`src/rtl/dma_int_event_queue_pkg.sv`:
```
// Shared constants and sizing helpers for the DMA interrupt event queue.
package dma_int_event_queue_pkg;

  localparam int DEPTH_MIN  = 2;
  localparam int DEPTH_MAX  = 256;
  localparam int NUM_CH_MIN = 1;
  localparam int NUM_CH_MAX = 16;

  localparam int DROP_BACKPRESSURE = 0;
  localparam int DROP_DISCARD      = 1;

  function automatic int clog2(input int value);
    int r;
    r = 0;
    for (int i = 0; i < 31; i++) begin
      if ((1 << i) < value) r = i + 1;
    end
    return r;
  endfunction

  // Index widths never collapse to zero bits, even for a single channel/entry.
  function automatic int min1_clog2(input int value);
    return (clog2(value) < 1) ? 1 : clog2(value);
  endfunction

endpackage

```
`src/rtl/dma_int_rr_arbiter.sv`:
```
// Round-robin requester arbiter: grants the first request at or after rr_ptr.
module dma_int_rr_arbiter
  import dma_int_event_queue_pkg::*;
#(
  parameter int NUM_CH = 4
) (
  input  logic              clock,
  input  logic              resetn,
  input  logic [NUM_CH-1:0] req,
  input  logic              advance,
  output logic [NUM_CH-1:0] grant,
  output logic              anyGrant
);

  localparam int CHB = min1_clog2(NUM_CH);

  logic [CHB-1:0] rr_ptr_q, rr_ptr_d;
  logic [CHB-1:0] grant_idx;

  always_comb begin
    int idx;
    idx       = 0;
    grant     = '0;
    anyGrant  = 1'b0;
    grant_idx = '0;
    for (int i = 0; i < NUM_CH; i++) begin
      idx = int'(rr_ptr_q) + i;
      if (idx >= NUM_CH) idx = idx - NUM_CH;
      if (!anyGrant && req[idx]) begin
        anyGrant   = 1'b1;
        grant[idx] = 1'b1;
        grant_idx  = CHB'(idx);
      end
    end
  end

  // The pointer only moves when the granted request actually completes.
  always_comb begin
    rr_ptr_d = rr_ptr_q;
    if (advance && anyGrant) begin
      rr_ptr_d = (grant_idx == CHB'(NUM_CH - 1)) ? '0 : grant_idx + CHB'(1);
    end
  end

  always_ff @(posedge clock or negedge resetn) begin
    if (!resetn) rr_ptr_q <= '0;
    else         rr_ptr_q <= rr_ptr_d;
  end

endmodule

```
`src/rtl/dma_int_event_queue.sv`:
```
// Multi-requester event FIFO: round-robin push arbitration, first-word-fall-through read,
// watermark and sticky overflow flags; full either back-pressures or discards.
module dma_int_event_queue
  import dma_int_event_queue_pkg::*;
#(
  parameter int FIFO_WIDTH   = 8,
  parameter int DEPTH        = 8,
  parameter int NUM_CH       = 4,
  parameter int DROP_ON_FULL = 0
) (
  input  logic                           clock,
  input  logic                           resetn,
  input  logic [NUM_CH-1:0]              wrReq,
  input  logic [NUM_CH*FIFO_WIDTH-1:0]   wrData,
  output logic [NUM_CH-1:0]              wrAck,
  output logic                           rdValid,
  output logic [FIFO_WIDTH-1:0]          rdData,
  output logic [min1_clog2(NUM_CH)-1:0]  rdCh,
  input  logic                           rdReady,
  input  logic [clog2(DEPTH+1)-1:0]      wMarkLevel,
  output logic [clog2(DEPTH+1)-1:0]      level,
  output logic                           fifoFull,
  output logic                           fifoEmpty,
  output logic                           wMarkFull,
  output logic                           overflow,
  input  logic                           ovfClr
);

  localparam int CHB = min1_clog2(NUM_CH);
  localparam int LVW = clog2(DEPTH + 1);
  localparam int AW  = min1_clog2(DEPTH);
  localparam int EW  = FIFO_WIDTH + CHB;

  if (DEPTH < DEPTH_MIN || DEPTH > DEPTH_MAX || NUM_CH < NUM_CH_MIN || NUM_CH > NUM_CH_MAX)
  begin : g_param_check
    $error("dma_int_event_queue: DEPTH or NUM_CH out of range");
  end

  logic [EW-1:0]         mem_q [DEPTH];
  logic [AW-1:0]         wr_addr_q, wr_addr_d;
  logic [AW-1:0]         rd_addr_q, rd_addr_d;
  logic [LVW-1:0]        level_q, level_d;
  logic                  overflow_q, overflow_d;

  logic [NUM_CH-1:0]     grant;
  logic                  any_grant;
  logic                  is_full, pop, push, accept, drop;
  logic [CHB-1:0]        grant_idx;
  logic [FIFO_WIDTH-1:0] grant_dat;

  dma_int_rr_arbiter #(.NUM_CH(NUM_CH)) u_arb (
    .clock    (clock),
    .resetn   (resetn),
    .req      (wrReq),
    .advance  (accept),
    .grant    (grant),
    .anyGrant (any_grant)
  );

  always_comb begin
    grant_idx = '0;
    grant_dat = '0;
    for (int k = 0; k < NUM_CH; k++) begin
      if (grant[k]) begin
        grant_idx = CHB'(k);
        grant_dat = wrData[k*FIFO_WIDTH +: FIFO_WIDTH];
      end
    end
  end

  // A pop frees the slot the same cycle, so a full queue still accepts when draining.
  always_comb begin
    is_full = (level_q == LVW'(DEPTH));
    pop     = (level_q != '0) && rdReady;
    accept  = resetn && any_grant &&
              (!is_full || pop || (DROP_ON_FULL == DROP_DISCARD));
    push    = accept && (!is_full || pop);
    drop    = accept && !push;
  end

  always_comb begin
    wr_addr_d  = wr_addr_q;
    rd_addr_d  = rd_addr_q;
    level_d    = level_q;
    overflow_d = overflow_q;
    if (push) wr_addr_d = (wr_addr_q == AW'(DEPTH - 1)) ? '0 : wr_addr_q + AW'(1);
    if (pop)  rd_addr_d = (rd_addr_q == AW'(DEPTH - 1)) ? '0 : rd_addr_q + AW'(1);
    case ({push, pop})
      2'b10:   level_d = level_q + LVW'(1);
      2'b01:   level_d = level_q - LVW'(1);
      default: level_d = level_q;
    endcase
    if (ovfClr) overflow_d = 1'b0;
    if (drop)   overflow_d = 1'b1;
  end

  always_ff @(posedge clock or negedge resetn) begin
    if (!resetn) begin
      wr_addr_q  <= '0;
      rd_addr_q  <= '0;
      level_q    <= '0;
      overflow_q <= 1'b0;
    end else begin
      wr_addr_q  <= wr_addr_d;
      rd_addr_q  <= rd_addr_d;
      level_q    <= level_d;
      overflow_q <= overflow_d;
    end
  end

  always_ff @(posedge clock) begin
    if (push) mem_q[wr_addr_q] <= {grant_idx, grant_dat};
  end

  assign {rdCh, rdData} = mem_q[rd_addr_q];
  assign wrAck     = accept ? grant : '0;
  assign rdValid   = (level_q != '0);
  assign fifoEmpty = (level_q == '0);
  assign fifoFull  = is_full;
  assign level     = level_q;
  assign wMarkFull = (level_q >= wMarkLevel);
  assign overflow  = overflow_q;

endmodule

```
`config.mk`:
```
export PLATFORM = sky130hd
export DESIGN_NAME = dma_int_event_queue
export DESIGN_NICKNAME = d
export VERILOG_FILES = /design/src/rtl/dma_int_event_queue_pkg.sv /design/src/rtl/dma_int_rr_arbiter.sv /design/src/rtl/dma_int_event_queue.sv
export SDC_FILE = /design/constraint.sdc
export NUM_CORES = 1
export LEC_CHECK = 0
export CORE_AREA = 5 5 98 100
export CTS_CLUSTER_SIZE = 25
export DETAILED_ROUTE_END_ITERATION = 8
export DIE_AREA = 0 0 103 105
export DONT_BUFFER_PORTS = 1
export PLACE_DENSITY = 0.72
export SLEW_MARGIN = 20
export SYNTH_ARGS = -nofsm -noshare
export SYNTH_HDL_FRONTEND = slang
export SYNTH_HIERARCHICAL = 1
export SYNTH_SLANG_ARGS = --single-unit
export TNS_END_PERCENT = 5
```
`constraint.sdc`:
```
create_clock -name clock -period 4 [get_ports clock]
set_clock_uncertainty 0.15 [all_clocks]
set_input_delay 1 -clock clock [delete_from_list [all_inputs] [get_ports clock]]
set_output_delay 1 -clock clock [all_outputs]
set_load 0.1 [all_outputs]
```
==> impl_summary.txt, run 1 <==
----------------------------------------------------
[Logic synthesis]
  Commonest cells post-synth ... edfxtp_1 (80), mux4_2 (21), ha_1 (20)
  Mapped Nets ... roughly 370
  Area contributors post-synth ... edfxtp_1 (52%), mux4_2 (10%), dfrtp_1 (7.0%), ha_1 (5.4%), mux2_2 (3.1%)
  Area of the mapped netlist ... around 0.0047 mm^2
  Count of cell types in the netlist ... 55
  FF+latch count, synth ... 93
  Flip-flop cell with the highest count after synthesis ... edfxtp_1
  Share of synthesized registers carrying an async set or reset ... between 10% and 20%
  Largest area contributor in the netlist ... edfxtp_1
  Cell with the most instances after synthesis ... edfxtp_1
  Count of mapped cells out of synthesis ... 307
  Synthesized area per cell ... approximately 15 um^2
  Number of enable flip-flop cells after synthesis ... 80
  Warning count from the yosys run ... 6
  Sequential fraction of the synthesis area ... 58.6%
  Fraction of post-synthesis cell area in the top cell type by area ... about 52%

[Setup path]
  Worst path max stage delay ... ~0.53 ns
  Kind of critical path ... register to primary output
  Endpoint of the lowest-slack register-to-register path ... mem_q[3][6]
  Crit path launch type ... register
  Critical path startpoint ... u_arb/rr_ptr_q[0]
  Required time reported for the critical path endpoint ... about 2.9 ns
  Worst reg2reg path startpoint ... u_arb/rr_ptr_q[0]
  Critical path arrival ... approximately 2.7 ns
  Top fanout value on the critical path ... 4
  Number of cells traversed by the worst register-to-register path ... 11
  Slowest-stage cell, CP ... mux4_2
  Worst reg-to-reg setup slack ... 0.43 ns
  Worst Setup End Kind ... primary output
  Cell chain of the critical path ... inv_1, ha_1, mux4_2, nor2b_1, a22o_1, a221o_1, and2_1, buf_12

[Place]
  PortBufs ... 0
  Post-place setup slack ... 0.245 ns
  GPL Wtd Cong ... 0.852
  Final HPWL from detailed placement ... 6.72 mm

[Run status]
  Result of the run ... finished clean

[Global routing]
  Grt peak-use layer ... met2
  GRT Util Overall ... between 10% and 20%
  Met1 track demand over resource in global routing ... between 20% and 30%
  Via count of the first global-routing pass ... roughly 2800
  Global-route track usage on met2 ... 31.2%
  M3 GR Usage ... approximately 4.7%
  Initial antenna violation count ... 0
  Pin count of the biggest net entering global routing ... 24
  Overall overflow remaining after global route ... 0
  Global-route wire length before repair ... approximately 15 mm

[Routing]
  Wire length per cell ... about 22 um
  Iteration count of the initial detailed-routing pass ... 4
  Final WL ... roughly 10 mm
  Total vias in the final route ... ~2800
  Iteration-0 DRC count of the detailed router ... 238
  Total DRC errors in the routed layout ... 0
  Number of nets with antenna violations after routing ... 0
  Vias per std cell ... 6.18

[Clocking]
  Root Driver ... clkbuf_8
  Num Clock Sinks ... 93
  CTS-repair resized insts ... 0
  Post-cts hold buffer count ... 0
  H-tree depth reported by CTS ... 3
  TritonCTS clock tree ... done
  Worst-case clock buffer depth ... 2
  Number of buffers inserted to repair setup after CTS ... 0
  Clock latency on the worst-skew pair ... between 0.3 and 0.4 ns
  Clock buffers created by TritonCTS ... 9
  Post-CTS clock slew at the launch and capture registers of the worst setup and hold paths ... approximately 0.09 ns

[STA]
  Remaining max-slew budget at the tightest pin ... roughly two fifths
  Final clock period utilization by the worst path ... 96.7%
  Achievable Freq ... about 260 MHz
  RSZ-0062 raised after global routing ... no
  Minimum setup slack in the final design ... 0.130 ns
  Final min period ... slightly below 4 ns
  Worst Tran Pin Value ... 0.884 ns
  Fin. Hold Viols ... 0
  Final TNS setup ... 0 ns
  Count of endpoints failing setup in the final report ... 0
  Number of slew-limit violations in the final report ... 0

[Die]
  Top-Level Pins ... 67
  Area of the die ... ~0.011 mm^2
  Floorplan core area ... 0.00859 mm^2
  Starting Density ... 54.1%
  FP Rows ... 34
  Vert. Die Dim ... between 100 and 150 um
  Horiz. Die Dim ... ~100 um

[Final layout]
  Number of inserted filler cells in the final layout ... about 670
  Layout area overhead ... 11.1%
  Diodes inserted ... 0
  Proportion of layout cells with a drive suffix above 1 ... 28.7%
  NumNets Final ... 398

[Hold path]
  Worst hold path type ... primary input to asynchronous set/reset pin

[Flow run]
  Max Cap Viol ... 0

----------------------------------------------------
through the flow:
step	util (%)	cell area, um^2	instances	hold WS [ns]
after global routing	60.2	5170	446	0.144
after global placement	57.9	4970	430	0.355
after CTS	60.2	5170	446	0.168
after detailed placement	57.9	4970	430	0.359
after floorplan	-	4660	307	0.379
final	60.2	5170	446	0.175
state kept, by name (all words and copies together), names as in the netlist:
signal,count
mem_q,80
level,4
rd_addr_q,3
wr_addr_q,3
u_arb/rr_ptr_q,2
overflow,1
worst max-delay path: cells and delay by family, from the launching register on:
kind | cells | cell delay, ns
flops | 1 | 0.35
mux | 1 | 0.53
buf+inv | 2 | 0.24
simple gates | 2 | 0.39
fa+ha+maj | 1 | 0.33
compound gates | 2 | 0.53
cells in the final DEF (no fill, tap or decap), drive strengths merged, types with 8 or more instances in the layout:
cell,n
a21oi,10
a22oi,14
buf,32
clkbuf,9
dfrtp,13
edfxtp,80
ha,20
inv,15
mux2,13
mux4,21
nand2,14
nor2,8
nor3,8
o21ai,12
per-layer routing:
metal	wire length, um	up-vias
li1	-	1258
met1	3800	1372
met2	5080	108
met3	860	20
met4	266	0
met5	0	-
final cells by class:
| cell class | count | area (um^2) | share of cell area, % |
|---|---|---|---|
| clock inverters | 7 | 73.8 | 1.43 |
| multi-input cells | 182 | 1750 | 33.9 |
| well taps | 108 | 135 | 2.61 |
| repair buffers | 32 | 290 | 5.61 |
| inverters | 15 | 68.8 | 1.33 |
| clock buffers | 9 | 124 | 2.40 |
| flip-flops and latches | 93 | 2730 | 52.8 |
cells by family (layout without fill, tap and decap cells):
kind of cell             after synthesis  in the layout  synth area share, %
AO/OA/AOI/OAI                         57             57                 8.74
XOR/XNOR                               3              3                0.565
adder cells (fa/ha/maj)               21             21                 5.81
buffers and inverters                 32             63                 4.03
flip-flops                            93             93                 58.6
multiplexers                          39             39                 14.5
AND/OR/NAND/NOR                       62             62                 7.69
worst max-delay path by stage:
stage,endpoint,cells past startpoint,slack (ns)
final,wrAck[1],8,0.13
after global routing,wrAck[1],8,0.04
after CTS,wrAck[1],8,0.14
after detailed placement,mem_q[5][6],9,0.25
after global placement,mem_q[4][6],9,0.29
after floorplan,wrAck[3],9,-0.29
Power of run 1 is left out: the tool's default activity adds up to more than one toggle a clock period on the data nets, which glitch-free logic cannot reach.
==> run 2: changes to the inputs <==
--- a/config.mk
+++ b/config.mk
@@ -5,12 +5,12 @@
 export SDC_FILE = /design/constraint.sdc
 export NUM_CORES = 1
 export LEC_CHECK = 0
-export CORE_AREA = 5 5 98 100
+export CORE_AREA = 5 5 97 99
 export CTS_CLUSTER_SIZE = 25
 export DETAILED_ROUTE_END_ITERATION = 8
-export DIE_AREA = 0 0 103 105
+export DIE_AREA = 0 0 102 104
 export DONT_BUFFER_PORTS = 1
-export PLACE_DENSITY = 0.72
+export PLACE_DENSITY = 0.74
 export SLEW_MARGIN = 20
 export SYNTH_ARGS = -nofsm -noshare
 export SYNTH_HDL_FRONTEND = slang
==> run 2 against run 1 <==
Die area fell by 1.9%. Via count fell by 1.4%. Hold slack improved by 0.00052 ns. Clock-buffer cell count stayed put. Sequential cell count did not move. Critical path type unchanged. Largest cell class unchanged.
==> impl_summary.txt, run 2 (same netlist as run 1, synthesis figures left out) <==
----------------------------------------------------
[Clocking]
  Post-CTS clock slew at the launch and capture registers of the worst setup and hold paths ... about 0.09 ns
  Clock latency on the worst-skew pair ... 0.35 ns
  TritonCTS clock tree ... done
  Worst-case clock buffer depth ... 2
  Number of buffers inserted to repair setup after CTS ... 0
  H-tree depth reported by CTS ... 3
  Num Clock Sinks ... between 90 and 100
  Clock buffers created by TritonCTS ... 9
  Root Driver ... clkbuf_8

[STA]
  Remaining max-slew budget at the tightest pin ... between 40% and 50%
  Worst Tran Pin Value ... around 0.89 ns
  Final clock period utilization by the worst path ... 95.9%
  Achievable Freq ... roughly 260 MHz
  Number of slew-limit violations in the final report ... 0
  Final min period ... between 3 and 4 ns
  RSZ-0062 raised after global routing ... no
  Fin. Hold Viols ... 0
  Final TNS setup ... 0 ns
  Count of endpoints failing setup in the final report ... 0

[Routing]
  Final WL ... roughly 9.4 mm
  Iteration-0 DRC count of the detailed router ... 157
  Total vias in the final route ... roughly 2700
  Iteration count of the initial detailed-routing pass ... 4
  Number of nets with antenna violations after routing ... 0
  Total DRC errors in the routed layout ... 0
  Vias per std cell ... 6.11
  Wire length per cell ... roughly 21 um

[Die]
  Area of the die ... ~0.011 mm^2
  Floorplan core area ... ~0.0085 mm^2
  Vert. Die Dim ... 104 um
  Top-Level Pins ... 67
  Horiz. Die Dim ... about 100 um
  FP Rows ... 34
  Starting Density ... a little over half

[Setup path]
  Critical path arrival ... 2.69 ns
  Endpoint of the lowest-slack register-to-register path ... mem_q[3][7]
  Required time reported for the critical path endpoint ... about 2.9 ns
  Number of cells traversed by the worst register-to-register path ... 11
  Worst Setup End Kind ... primary output
  Worst reg-to-reg setup slack ... 0.46 ns
  Crit path launch type ... register
  Worst reg2reg path startpoint ... u_arb/rr_ptr_q[0]
  Kind of critical path ... register to primary output
  Top fanout value on the critical path ... 7

[Global routing]
  Overall overflow remaining after global route ... 0
  GRT Util Overall ... roughly a fifth
  Via count of the first global-routing pass ... approximately 2900
  Pin count of the biggest net entering global routing ... 24
  Global-route wire length before repair ... about 15 mm
  Initial antenna violation count ... 0

[Hold path]
  Worst hold path type ... primary input to asynchronous set/reset pin

[Final layout]
  Commonest cells after routing, fill and taps aside ... edfxtp_1 (80), buf_4 (26), mux4_2 (21)
  Layout area overhead ... 11.6%
  Number of inserted filler cells in the final layout ... 621
  Number of standard cells in the final layout excluding fillers ... between 400 and 500
  NumNets Final ... 397
  Post-route core utilization ... between 60 and 70%
  Flip-flop count of the largest register after layout ... 80
  Register with the most flip-flops ... mem_q
  Proportion of layout cells with a drive suffix above 1 ... approximately 30%
  Diodes inserted ... 0
  Final non-filler cell area ... slightly above 0.005 mm^2
  Most common cell after layout, fill and taps aside ... edfxtp_1

[Place]
  Post-place instance area ... around 0.005 mm^2
  PortBufs ... 0
  Final HPWL from detailed placement ... roughly 6.6 mm
  GPL Wtd Cong ... between 0.7 and 0.8
  Post-Place Cells ... between 400 and 500

[Flow run]
  Max Cap Viol ... 0

[Run status]
  Result of the run ... finished clean

----------------------------------------------------
## run 2: changes by cell type in the layout (fill, tap and decap cells not counted), sizes merged
| cell | previous run | this run |
|---|---|---|
| inv | 15 | 19 |
| buf | 32 | 31 |
| bufinv | 1 | 0 |
| clkinv | 5 | 2 |
## run 2: routing by layer
layer  wire, um  part of all wire [%]  track usage (%)
met2       4980                    53             32.5
met3        510                   5.4             3.96
met5          0                     0                0
met1       3720                    39             23.0
met4        235                   2.5             8.34
## run 2: through the flow
step / hold WS (ns) / worst slack [ns]
after global routing: 0.142 / 0.0336
after global placement: 0.370 / 0.335
after floorplan: 0.379 / -0.293
after CTS: 0.156 / 0.0310
final: 0.176 / 0.164
after detailed placement: 0.390 / 0.237
## run 2: critical path: stages (launching register included)
cell     delay [ns]
dfrtp_1        0.38
inv_2          0.10
ha_4           0.28
mux4_2         0.51
nor2b_1        0.18
a22o_1         0.19
a221o_1        0.30
and2_2         0.21
buf_12         0.17
## run 2: layout make-up
class | instances | area [um^2] | share of cell area (%)
inverter | 15 | 68.8 | 1.33
tap | 108 | 135 | 2.60
timing repair buffer | 31 | 295 | 5.69
clock buffer | 9 | 124 | 2.39
sequential | 93 | 2730 | 52.5
clock inverter | 7 | 65.1 | 1.25
multi-input combinational | 182 | 1780 | 34.2
## run 2: worst max path at each step
stage | from | to | slack [ns] | depth (start not counted)
2_1_floorplan | wrReq[1] | wrAck[3] | -0.29 | 9
3_3_place_gp | wrReq[2] | mem_q[4][4] | 0.34 | 9
3_5_place_dp | wrReq[0] | mem_q[1][7] | 0.24 | 10
4_1_cts | u_arb/rr_ptr_q[0] | wrAck[3] | 0.03 | 8
5_1_grt | u_arb/rr_ptr_q[0] | wrAck[2] | 0.03 | 8
6_report | u_arb/rr_ptr_q[0] | wrAck[2] | 0.16 | 8
## run 2: what timing repair did
item / CTS / global route
resized for setup: 0 / 3
setup endpoints to repair: 0 / 4
hold buffers: 0 / 0
Power of run 2 is left out for the same reason.
